<file path="src/rtl/vga_timing_pkg.sv">
// Default 640x480@60 raster constants, sync polarity names and the segment
// decoder shared by the timing generator.
package vga_timing_pkg;

  localparam int DEF_CLK_DIV  = 4;

  localparam int DEF_H_ACTIVE = 640;
  localparam int DEF_H_FP     = 16;
  localparam int DEF_H_SYNC   = 96;
  localparam int DEF_H_BP     = 48;
  localparam int DEF_H_TOTAL  = DEF_H_ACTIVE + DEF_H_FP + DEF_H_SYNC + DEF_H_BP;

  localparam int DEF_V_ACTIVE = 480;
  localparam int DEF_V_FP     = 10;
  localparam int DEF_V_SYNC   = 2;
  localparam int DEF_V_BP     = 33;
  localparam int DEF_V_TOTAL  = DEF_V_ACTIVE + DEF_V_FP + DEF_V_SYNC + DEF_V_BP;

  localparam logic POL_ACTIVE_LOW  = 1'b0;
  localparam logic POL_ACTIVE_HIGH = 1'b1;

  // Order inside a line (or a frame): active, front porch, sync, back porch.
  typedef enum logic [1:0] {
    SEG_ACTIVE = 2'd0,
    SEG_FP     = 2'd1,
    SEG_SYNC   = 2'd2,
    SEG_BP     = 2'd3
  } seg_t;

  // Signals that travel down the alignment delay line together.
  typedef struct packed {
    logic hsync;
    logic vsync;
    logic video_on;
  } sync_bus_t;

  function automatic seg_t seg_of(input int pos, input int act, input int fp,
                                  input int sync);
    seg_t seg;
    if (pos < act)
      seg = SEG_ACTIVE;
    else if (pos < act + fp)
      seg = SEG_FP;
    else if (pos < act + fp + sync)
      seg = SEG_SYNC;
    else
      seg = SEG_BP;
    return seg;
  endfunction

endpackage

</file>
<file path="src/rtl/vga_sync_delay.sv">
// PIPE-deep shift register that advances only on the pixel tick; it lines the
// sync/blank signals up with the character ROM latency. PIPE=0 is a wire.
module vga_sync_delay #(
  parameter int W    = 3,
  parameter int PIPE = 2
) (
  input  logic         clk,
  input  logic         reset,
  input  logic         tick,
  input  logic [W-1:0] din,
  input  logic [W-1:0] rst_val,
  output logic [W-1:0] dout
);

  generate
    if (PIPE == 0) begin : g_bypass
      logic pipe0_unused;
      assign pipe0_unused = ^{clk, reset, tick, rst_val};
      assign dout = din;
    end else begin : g_shift
      logic [W-1:0] stage [PIPE];

      always_ff @(posedge clk or posedge reset) begin
        if (reset) begin
          for (int i = 0; i < PIPE; i++) stage[i] <= rst_val;
        end else if (tick) begin
          stage[0] <= din;
          for (int i = 1; i < PIPE; i++) stage[i] <= stage[i-1];
        end
      end

      assign dout = stage[PIPE-1];
    end
  endgenerate

endmodule

</file>
<file path="src/rtl/vga_timing_gen.sv">
// Parametrised VGA raster timing: pixel divider, h/v counters, registered sync,
// blank and coordinate decodes, line/frame strobes and an aligned delayed copy.
module vga_timing_gen
  import vga_timing_pkg::*;
#(
  parameter int   CLK_DIV  = DEF_CLK_DIV,
  parameter int   H_ACTIVE = DEF_H_ACTIVE,
  parameter int   H_FP     = DEF_H_FP,
  parameter int   H_SYNC   = DEF_H_SYNC,
  parameter int   H_BP     = DEF_H_BP,
  parameter int   V_ACTIVE = DEF_V_ACTIVE,
  parameter int   V_FP     = DEF_V_FP,
  parameter int   V_SYNC   = DEF_V_SYNC,
  parameter int   V_BP     = DEF_V_BP,
  parameter logic HS_POL   = POL_ACTIVE_LOW,
  parameter logic VS_POL   = POL_ACTIVE_LOW,
  parameter int   PIPE     = 2,
  parameter int   X_W      = 10,
  parameter int   Y_W      = 10
) (
  input  logic           clk,
  input  logic           reset,
  input  logic           en,
  output logic           pix_tick,
  output logic [X_W-1:0] h_cnt,
  output logic [Y_W-1:0] v_cnt,
  output logic [X_W-1:0] pixel_x,
  output logic [Y_W-1:0] pixel_y,
  output logic           video_on,
  output logic           hsync,
  output logic           vsync,
  output logic           hsync_d,
  output logic           vsync_d,
  output logic           video_on_d,
  output logic           line_start,
  output logic           frame_start
);

  localparam int H_TOTAL = H_ACTIVE + H_FP + H_SYNC + H_BP;
  localparam int V_TOTAL = V_ACTIVE + V_FP + V_SYNC + V_BP;
  localparam int DIV_W   = (CLK_DIV > 1) ? $clog2(CLK_DIV) : 1;

  logic [DIV_W-1:0] div, div_nxt;
  logic             div_last, tick, h_wrap, v_wrap;
  logic [X_W-1:0]   h_nxt;
  logic [Y_W-1:0]   v_nxt;
  seg_t             h_seg, v_seg;
  logic             video_nxt, hsync_nxt, vsync_nxt;

  // pix_tick is the only qualifier: every counter and decode output changes
  // on the clk edge that raises pix_tick, and nowhere else.
  assign div_last = (div == DIV_W'(CLK_DIV - 1));
  assign h_wrap   = (h_cnt == X_W'(H_TOTAL - 1));
  assign v_wrap   = (v_cnt == Y_W'(V_TOTAL - 1));

  always_comb begin
    tick    = en && div_last;
    div_nxt = div;
    h_nxt   = h_cnt;
    v_nxt   = v_cnt;
    if (en) div_nxt = div_last ? '0 : div + DIV_W'(1);
    if (tick) begin
      if (h_wrap) begin
        h_nxt = '0;
        v_nxt = v_wrap ? '0 : v_cnt + Y_W'(1);
      end else begin
        h_nxt = h_cnt + X_W'(1);
      end
    end
  end

  // Decode the value being loaded so registered outputs carry no extra lag.
  always_comb begin
    h_seg     = seg_of(int'(h_nxt), H_ACTIVE, H_FP, H_SYNC);
    v_seg     = seg_of(int'(v_nxt), V_ACTIVE, V_FP, V_SYNC);
    video_nxt = (h_seg == SEG_ACTIVE) && (v_seg == SEG_ACTIVE);
    hsync_nxt = (h_seg == SEG_SYNC) ? HS_POL : ~HS_POL;
    vsync_nxt = (v_seg == SEG_SYNC) ? VS_POL : ~VS_POL;
  end

  always_ff @(posedge clk or posedge reset) begin
    if (reset) begin
      div         <= '0;
      h_cnt       <= '0;
      v_cnt       <= '0;
      pixel_x     <= '0;
      pixel_y     <= '0;
      video_on    <= 1'b0;
      hsync       <= ~HS_POL;
      vsync       <= ~VS_POL;
      pix_tick    <= 1'b0;
      line_start  <= 1'b0;
      frame_start <= 1'b0;
    end else begin
      div         <= div_nxt;
      h_cnt       <= h_nxt;
      v_cnt       <= v_nxt;
      pixel_x     <= video_nxt ? h_nxt : '0;
      pixel_y     <= video_nxt ? v_nxt : '0;
      video_on    <= video_nxt;
      hsync       <= hsync_nxt;
      vsync       <= vsync_nxt;
      pix_tick    <= tick;
      line_start  <= tick && h_wrap;
      frame_start <= tick && h_wrap && v_wrap;
    end
  end

  sync_bus_t cur_bus, dly_bus, rst_bus;

  assign cur_bus = '{hsync: hsync, vsync: vsync, video_on: video_on};
  assign rst_bus = '{hsync: ~HS_POL, vsync: ~VS_POL, video_on: 1'b0};

  vga_sync_delay #(
    .W    ($bits(sync_bus_t)),
    .PIPE (PIPE)
  ) u_sync_delay (
    .clk     (clk),
    .reset   (reset),
    .tick    (tick),
    .din     (cur_bus),
    .rst_val (rst_bus),
    .dout    (dly_bus)
  );

  assign hsync_d    = dly_bus.hsync;
  assign vsync_d    = dly_bus.vsync;
  assign video_on_d = dly_bus.video_on;

endmodule
</file>
<file path="config.mk">
export PLATFORM = sky130hd
export DESIGN_NAME = vga_timing_gen
export DESIGN_NICKNAME = d
export VERILOG_FILES = /design/src/rtl/vga_timing_pkg.sv /design/src/rtl/vga_sync_delay.sv /design/src/rtl/vga_timing_gen.sv
export SDC_FILE = /design/constraint.sdc
export NUM_CORES = 1
export LEC_CHECK = 0
export ABC_CLOCK_PERIOD_IN_PS = 4050
export BUFFER_PORTS_ARGS = -buffer_cell sky130_fd_sc_hd__buf_2
export CORE_MARGIN = 5
export CORE_UTILIZATION = 44
export CTS_CLUSTER_DIAMETER = 120
export DETAILED_ROUTE_END_ITERATION = 7
export GPL_ROUTABILITY_DRIVEN = 0
export GPL_TIMING_DRIVEN = 0
export PLACE_DENSITY = 0.66
export SLEW_MARGIN = 20
export SYNTH_ARGS = -nofsm -noshare
export SYNTH_HDL_FRONTEND = slang
export SYNTH_SLANG_ARGS = --single-unit
</file>
<file path="constraint.sdc">
create_clock -name clk -period 4.05 [get_ports clk]
set_clock_uncertainty 0.15 [all_clocks]
set_input_delay 0 -clock clk [delete_from_list [all_inputs] [get_ports clk]]
set_output_delay 0 -clock clk [all_outputs]
set_load 0.05 [all_outputs]
</file>
# After elaboration in Yosys (flattened, before gate mapping)
# Index checks and enable logic that the tools add are counted.
[classes] n_addsub=3 div=0 n_eq_ne=5 mux=16 mul=0 magnitude_cmp=6 shift=0 n_reduce_logical=6 bitwise_logic=0
[ops] operator="10-bit two-way mux" count=7
[ops] operator="10-bit less-than comparator, second input constant" count=3
[ops] operator="10-bit by 9-bit less-than comparator with 1-bit output, second input constant" count=3
[ops] operator="10-bit by 1-bit adder with 10-bit output, second input constant" count=2
[ops] operator="10-bit == test, second input constant" count=2
[ops] operator="2-bit two-way mux" count=5
[ops] operator="2-bit == test, second input constant" count=3
[ops] operator="1-bit logical AND" count=4
[ops] operator="2-bit logical NOT" count=2
[ops] operator="1-bit two-way mux" count=4
[ops] operator="2-bit by 1-bit adder with 2-bit output, second input constant" count=1
[totals] rom_bits=0 n_memories=0 output_inout_bits=49 elab_cells=49 ff_bits=54 ramBits=0 latch_bits=0

# Longest topological paths before layout
[logic_depth] word_depth=11 mapped_depth=10 mapped_depth_nobuf=8

# Worst setup path before layout
# No wires, ideal clock.
[synth_timing] kind="register to register" start="register h_cnt[0]" end="register pixel_x[6]" n_path_buf=2 setup_slack_ns=0.781 setup_time_ns=0.119 arrival_ns=2.999 path_stages_with_launch=11 cell_sequence="dfrtp_1 > ha_1 > nand4_1 > or4_1 > buf_6 > clkinv_4 > nand4_1 > mux2i_4 > nor4_4 > buf_6 > nor3b_2"
[synth_between] elab_chain_cells=10 word_cells_on_any_way=22 classes_between="add/sub: 1; order compare: 6; eq/ne: 1; mux: 11; reduce/logical: 3"
[synth_lines] element="start, declared" line_no="vga_timing_gen.sv:25" rtl="output logic [X_W-1:0] h_cnt,"
[synth_lines] element="start signal, assigned" line_no="vga_timing_gen.sv:96" rtl="h_cnt <= h_nxt;"
[synth_lines] element="10-bit by 1-bit adder with 10-bit output / 10-bit == test (equally long branches)" line_no="vga_timing_gen.sv:67, vga_timing_gen.sv:53"
[synth_lines] element="10-bit two-way mux" line_no="vga_timing_gen.sv:63" rtl="if (h_wrap) begin"
[synth_lines] element="10-bit two-way mux" line_no="vga_timing_gen.sv:62" rtl="if (tick) begin"
[synth_lines] element="10-bit less-than comparator / 10-bit by 9-bit less-than comparator with 1-bit output (equally long branches)" line_no="vga_timing_pkg.sv:44" rtl="else if (pos < act + fp + sync)"
[synth_lines] element="1-bit two-way mux" line_no="vga_timing_pkg.sv:44"
[synth_lines] element="2-bit two-way mux" line_no="vga_timing_pkg.sv:42" rtl="else if (pos < act + fp)"
[synth_lines] element="2-bit two-way mux" line_no="vga_timing_pkg.sv:40" rtl="if (pos < act)"
[synth_lines] element="2-bit logical NOT" line_no="vga_timing_gen.sv:76" rtl="video_nxt = (h_seg == SEG_ACTIVE) && (v_seg == SEG_ACTIVE);"
[synth_lines] element="1-bit logical AND" line_no="vga_timing_gen.sv:76"
[synth_lines] element="10-bit two-way mux *" line_no="vga_timing_gen.sv:98" rtl="pixel_x <= video_nxt ? h_nxt : '0;"
[synth_lines] element="end signal, assigned" line_no="vga_timing_gen.sv:98"
[synth_lines] element="end, declared" line_no="vga_timing_gen.sv:27" rtl="output logic [X_W-1:0] pixel_x,"
# Mark *: on every way between the ends. The rest lies on a longest branch, timed or not.
# A chain may end at the register's enable or synchronous reset.

# Worst setup path in the final report
[layout_timing] start="register div[0]" end="register pixel_y[6]"
[layout_between] elab_chain_cells=10 word_cells_on_any_way=20 classes_between="order compare: 6; eq/ne: 1; mux: 9; reduce/logical: 4"
[layout_lines] element="start, declared" line_no="vga_timing_gen.sv:43" rtl="logic [DIV_W-1:0] div, div_nxt;"
[layout_lines] element="start signal, assigned" line_no="vga_timing_gen.sv:95" rtl="div <= div_nxt;"
[layout_lines] element="2-bit == test *" line_no="vga_timing_gen.sv:52" rtl="assign div_last = (div == DIV_W'(CLK_DIV - 1));"
[layout_lines] element="1-bit logical AND *" line_no="vga_timing_gen.sv:57" rtl="tick = en && div_last;"
[layout_lines] element="10-bit two-way mux" line_no="vga_timing_gen.sv:62"
[layout_lines] element="10-bit less-than comparator / 10-bit by 9-bit less-than comparator with 1-bit output (equally long branches)" line_no="vga_timing_pkg.sv:44"
[layout_lines] element="1-bit two-way mux" line_no="vga_timing_pkg.sv:44"
[layout_lines] element="2-bit two-way mux" line_no="vga_timing_pkg.sv:42"
[layout_lines] element="2-bit two-way mux" line_no="vga_timing_pkg.sv:40"
[layout_lines] element="2-bit logical NOT" line_no="vga_timing_gen.sv:76"
[layout_lines] element="1-bit logical AND" line_no="vga_timing_gen.sv:76"
[layout_lines] element="10-bit two-way mux *" line_no="vga_timing_gen.sv:99" rtl="pixel_y <= video_nxt ? v_nxt : '0;"
[layout_lines] element="end signal, assigned" line_no="vga_timing_gen.sv:99"
[layout_lines] element="end, declared" line_no="vga_timing_gen.sv:28" rtl="output logic [Y_W-1:0] pixel_y,"
# Marks and branches as above.

==> reports/qor.log <==
qor: outcome.run_status completed
qor: logic_synthesis.ys.warnings.count 0
qor: worst_setup_path.required 4.10 ns
qor: timing.layout_worst_path_cycle_share 0.804
qor: timing.max-slew-margin-rel 0.558
qor: logic_synthesis.synth_ff_type dfrtp_1
qor: detailed_routing.top_layer met4
qor: floorplan.core_region_area 0.00554 mm2
qor: detailed_routing.met2_length 2.55 mm
qor: power.fin_total_pwr 1.39 mW
qor: logic_synthesis.postSynthNetCount 236
qor: detailed_routing.number_of_antenna_violating_nets_in_the_routed_design 0
qor: worst_setup_path.timing.critical_path.from_type flop
qor: floorplan.num_rows 27
qor: detailed_routing.wl_met3 298 um
qor: layout.final_core_area_utilization 0.542
qor: clock_network.tritoncts_clock_tree yes
qor: global_route.global_route.usage.total 0.165
qor: timing.timing_worst_slew_pin_value 0.658 ns
qor: clock_network.cts_buffers 5
qor: power.total_internal_power 857 uW
qor: place.buffer_ports.inserted 51
qor: power.cellLeakagePower 1.50 nW
qor: logic_synthesis.synth_area_per_cell 11.0 um2
qor: power.clock_power_share 0.218
qor: floorplan.chipWidth 85.8 um
qor: floorplan.initial_core_util 0.456
qor: detailed_routing.wl_met1 2.52 mm
qor: detailed_routing.drc 0
qor: timing.fin_crit 3.26 ns
qor: layout.nNetsFinal 297
qor: power.power_density 463 mW/mm2
qor: detailed_routing.route.detailed.wl_per_inst 15.0 um
qor: timing.unrepaired_setup_endpoints_after_global_routing false
qor: worst_setup_path.r2r_start div[0]
qor: logic_synthesis.yosysSeqAreaShare 0.537
qor: logic_synthesis.ffs_latches_synth 54
qor: detailed_routing.vias_per_cell 5.20
qor: layout.syn_to_final_growth 18.8%
qor: clock_network.htree_num_levels 2
qor: detailed_routing.num_vias 1888
qor: clock_network.cts_sinks 54
qor: layout.layout.cells.most_common buf_2
qor: worst_setup_path.worstSetupEndpointType flop
qor: clock_network.cts_max_path_buffers 2
qor: timing.final-max-slew-violation-count 0
qor: detailed_routing.wirelength 5.45 mm
qor: power.fraction_of_power_spent_switching_nets 0.384
qor: power.ir_drop 252 uV
qor: job.max_cap_violations 0
qor: timing.finalHoldViolCount 0
qor: timing.setup-violations-final 0
qor: place.postPlaceCellArea 0.00289 mm2
qor: timing.final.setup.tns 0 ns
qor: layout.fin_area 0.00300 mm2
qor: floorplan.chipHeight 85.8 um
qor: layout.num_antenna_cells 0
qor: global_route.overflow 0
qor: detailed_routing.drt_pre_antenna_iters 4
qor: clock_network.worst_skew_pair.late_latency 0.31 ns
qor: power.pwr-share-comb 0.290
qor: place.post-dp-hpwl 3.94 mm
qor: layout.final_layout_size_suffix_gt1_frac 0.340
qor: power.p_switching 535 uW
qor: power.seq_power_share 0.492
qor: detailed_routing.drt_iter0_markers 81
qor: worst_setup_path.worst-endpoint-arrival 3.30 ns
qor: worst_setup_path.timing.setup.critical_path_class reg -> reg
qor: worst_setup_path.crit_start div[0]
qor: floorplan.ios 52
qor: worst_setup_path.path_max_fanout 10
qor: logic_synthesis.distinct_cell_type_count_of_the_synthesized_netlist 51
qor: global_route.antenna_found_initial 0
qor: global_route.grt_pass1_vias 1904
qor: clock_network.cts.root.buffer_cell clkbuf_8
qor: logic_synthesis.syn-cell-area 0.00253 mm2
qor: global_route.grt_first_pass_wirelength 9.53 mm
qor: logic_synthesis.netlist_instances 229
qor: floorplan.floorplan.die_area 0.00736 mm2
qor: timing.fmax 307 MHz
qor: min_path.hp-class in -> async
qor: logic_synthesis.synth_edf_count 0
qor: global_route.grt_max_degree 31
qor: layout.layout_common_cells 52 x buf_2, 48 x dfrtp_1, 37 x nand2_1, 16 x nor2_1, 12 x o21ai_0
qor: logic_synthesis.synth-async-reset-ratio 1.00
qor: clock_network.cts_post_setup_buffers_inserted 0
qor: clock_network.clk_pin_slew_worst_paths 0.10 ns
==> state kept, by name, indices dropped and copies added, names as in the netlist <==
register                    cells
h_cnt                          10
pixel_x                        10
pixel_y                        10
v_cnt                          10
u_sync_delay.dout               3
u_sync_delay.g_shift.stage      3
div                             2
frame_start                     1
hsync                           1
line_start                      1
pix_tick                        1
video_on                        1
vsync                           1
==> metrics by stage <==
stage               std cells  hold slack, ns  worst slack, ns
finish                    363           0.134            0.795
global route              363           0.190            0.578
CTS                       363           0.138            0.751
detailed placement        353         -0.0731            0.794
global placement          352           0.162            0.781
floorplan                 229         0.00857            0.781
==> routing by layer <==
metal | up-vias | track usage
met4 | 0 | 0.0590
met3 | 9 | 0.0423
met2 | 55 | 0.248
li1 | 927 | -
met1 | 897 | 0.230
met5 | - | 0
==> cells in the mapped netlist (2+ instances only) <==
| library cell | instances | share of area |
|---|---|---|
| nand4_1 | 8 | 0.020 |
| nor3b_1 | 5 | 0.015 |
| ha_1 | 4 | 0.020 |
| buf_6 | 4 | 0.018 |
| o31ai_1 | 3 | 0.0089 |
| o21ai_0 | 12 | 0.024 |
| nor3b_2 | 9 | 0.045 |
| xnor2_1 | 3 | 0.010 |
| nor4_1 | 4 | 0.0099 |
| inv_1 | 9 | 0.013 |
| nor2b_1 | 2 | 0.0049 |
| nor3_1 | 8 | 0.016 |
| dfrtp_1 | 48 | 0.48 |
| or3_1 | 3 | 0.0074 |
| and3b_1 | 2 | 0.0069 |
| dfstp_2 | 6 | 0.062 |
| mux2i_4 | 2 | 0.018 |
| nand3_1 | 7 | 0.014 |
| nor4_4 | 2 | 0.017 |
| nor2_1 | 16 | 0.024 |
| nand2_1 | 37 | 0.055 |
| a21oi_1 | 3 | 0.0059 |
| xor2_1 | 3 | 0.010 |
| mux2_2 | 2 | 0.0089 |
==> final cells by class <==
class                           count  area, um2
Multi-Input combinational cell    158       1060
Timing Repair Buffer               54        295
Clock buffer                        5       68.8
Tap cell                           72       90.1
Inverter                           10       42.5
Fill cell                         522       2540
Buffer                              7       67.6
Clock inverter                      3       21.3
Sequential cell                    54       1360
==> power groups by stage <==
stage	Combinational, mW	Sequential [mW]	Clock [mW]
finish	0.403	0.685	0.304
floorplan	0.121	0.885	0
CTS	0.410	0.686	0.313
detailed placement	0.405	0.696	0
global placement	0.397	0.695	0
global route	0.435	0.702	0.332
==> worst max-delay path, cell delays in order, from the launching register on <==
cell and delay, ns:
dfrtp_1 0.38, ha_1 0.21, nand2_2 0.16, or4_1 0.57, buf_6 0.17, clkinv_4 0.08
nand4_1 0.16, mux2i_4 0.26, nor4_4 0.65, buf_6 0.28, nor3b_2 0.06
==> final timing paths <==
check | endpoint | slack (ns) | cells past startpoint
max | pixel_y[6] | 0.79 | 10
min | pixel_y[3] | 0.13 | 3
max reg2reg | pixel_y[6] | 0.79 | 10
min reg2reg | u_sync_delay.g_shift.stage[4] | 0.30 | 2
max in group asynchronous | vsync | 3.01 | 4
min in group clk | u_sync_delay.g_shift.stage[4] | 0.30 | 2
==> logic make-up (layout without fill, tap and decap cells) <==
logic type | Yosys count | count (layout) | share of synthesized area
xor gates and xnor gates | 6 | 6 | 0.0208
AOI/OAI and AO/OA | 29 | 29 | 0.0816
adders and majority gates | 4 | 4 | 0.0198
buffers and inverters | 17 | 79 | 0.0435
and+or+nand+nor | 114 | 114 | 0.269
other | 1 | 1 | 0.00148
DFF | 54 | 54 | 0.537
muxes | 4 | 4 | 0.0267
==> what timing repair did <==
item | in CTS | in global routing
resized for setup | 0 | 0
hold endpoints to repair | 57 | 0
hold buffers | 2 | 0
Note: power is estimated with default switching activity, not from simulation.
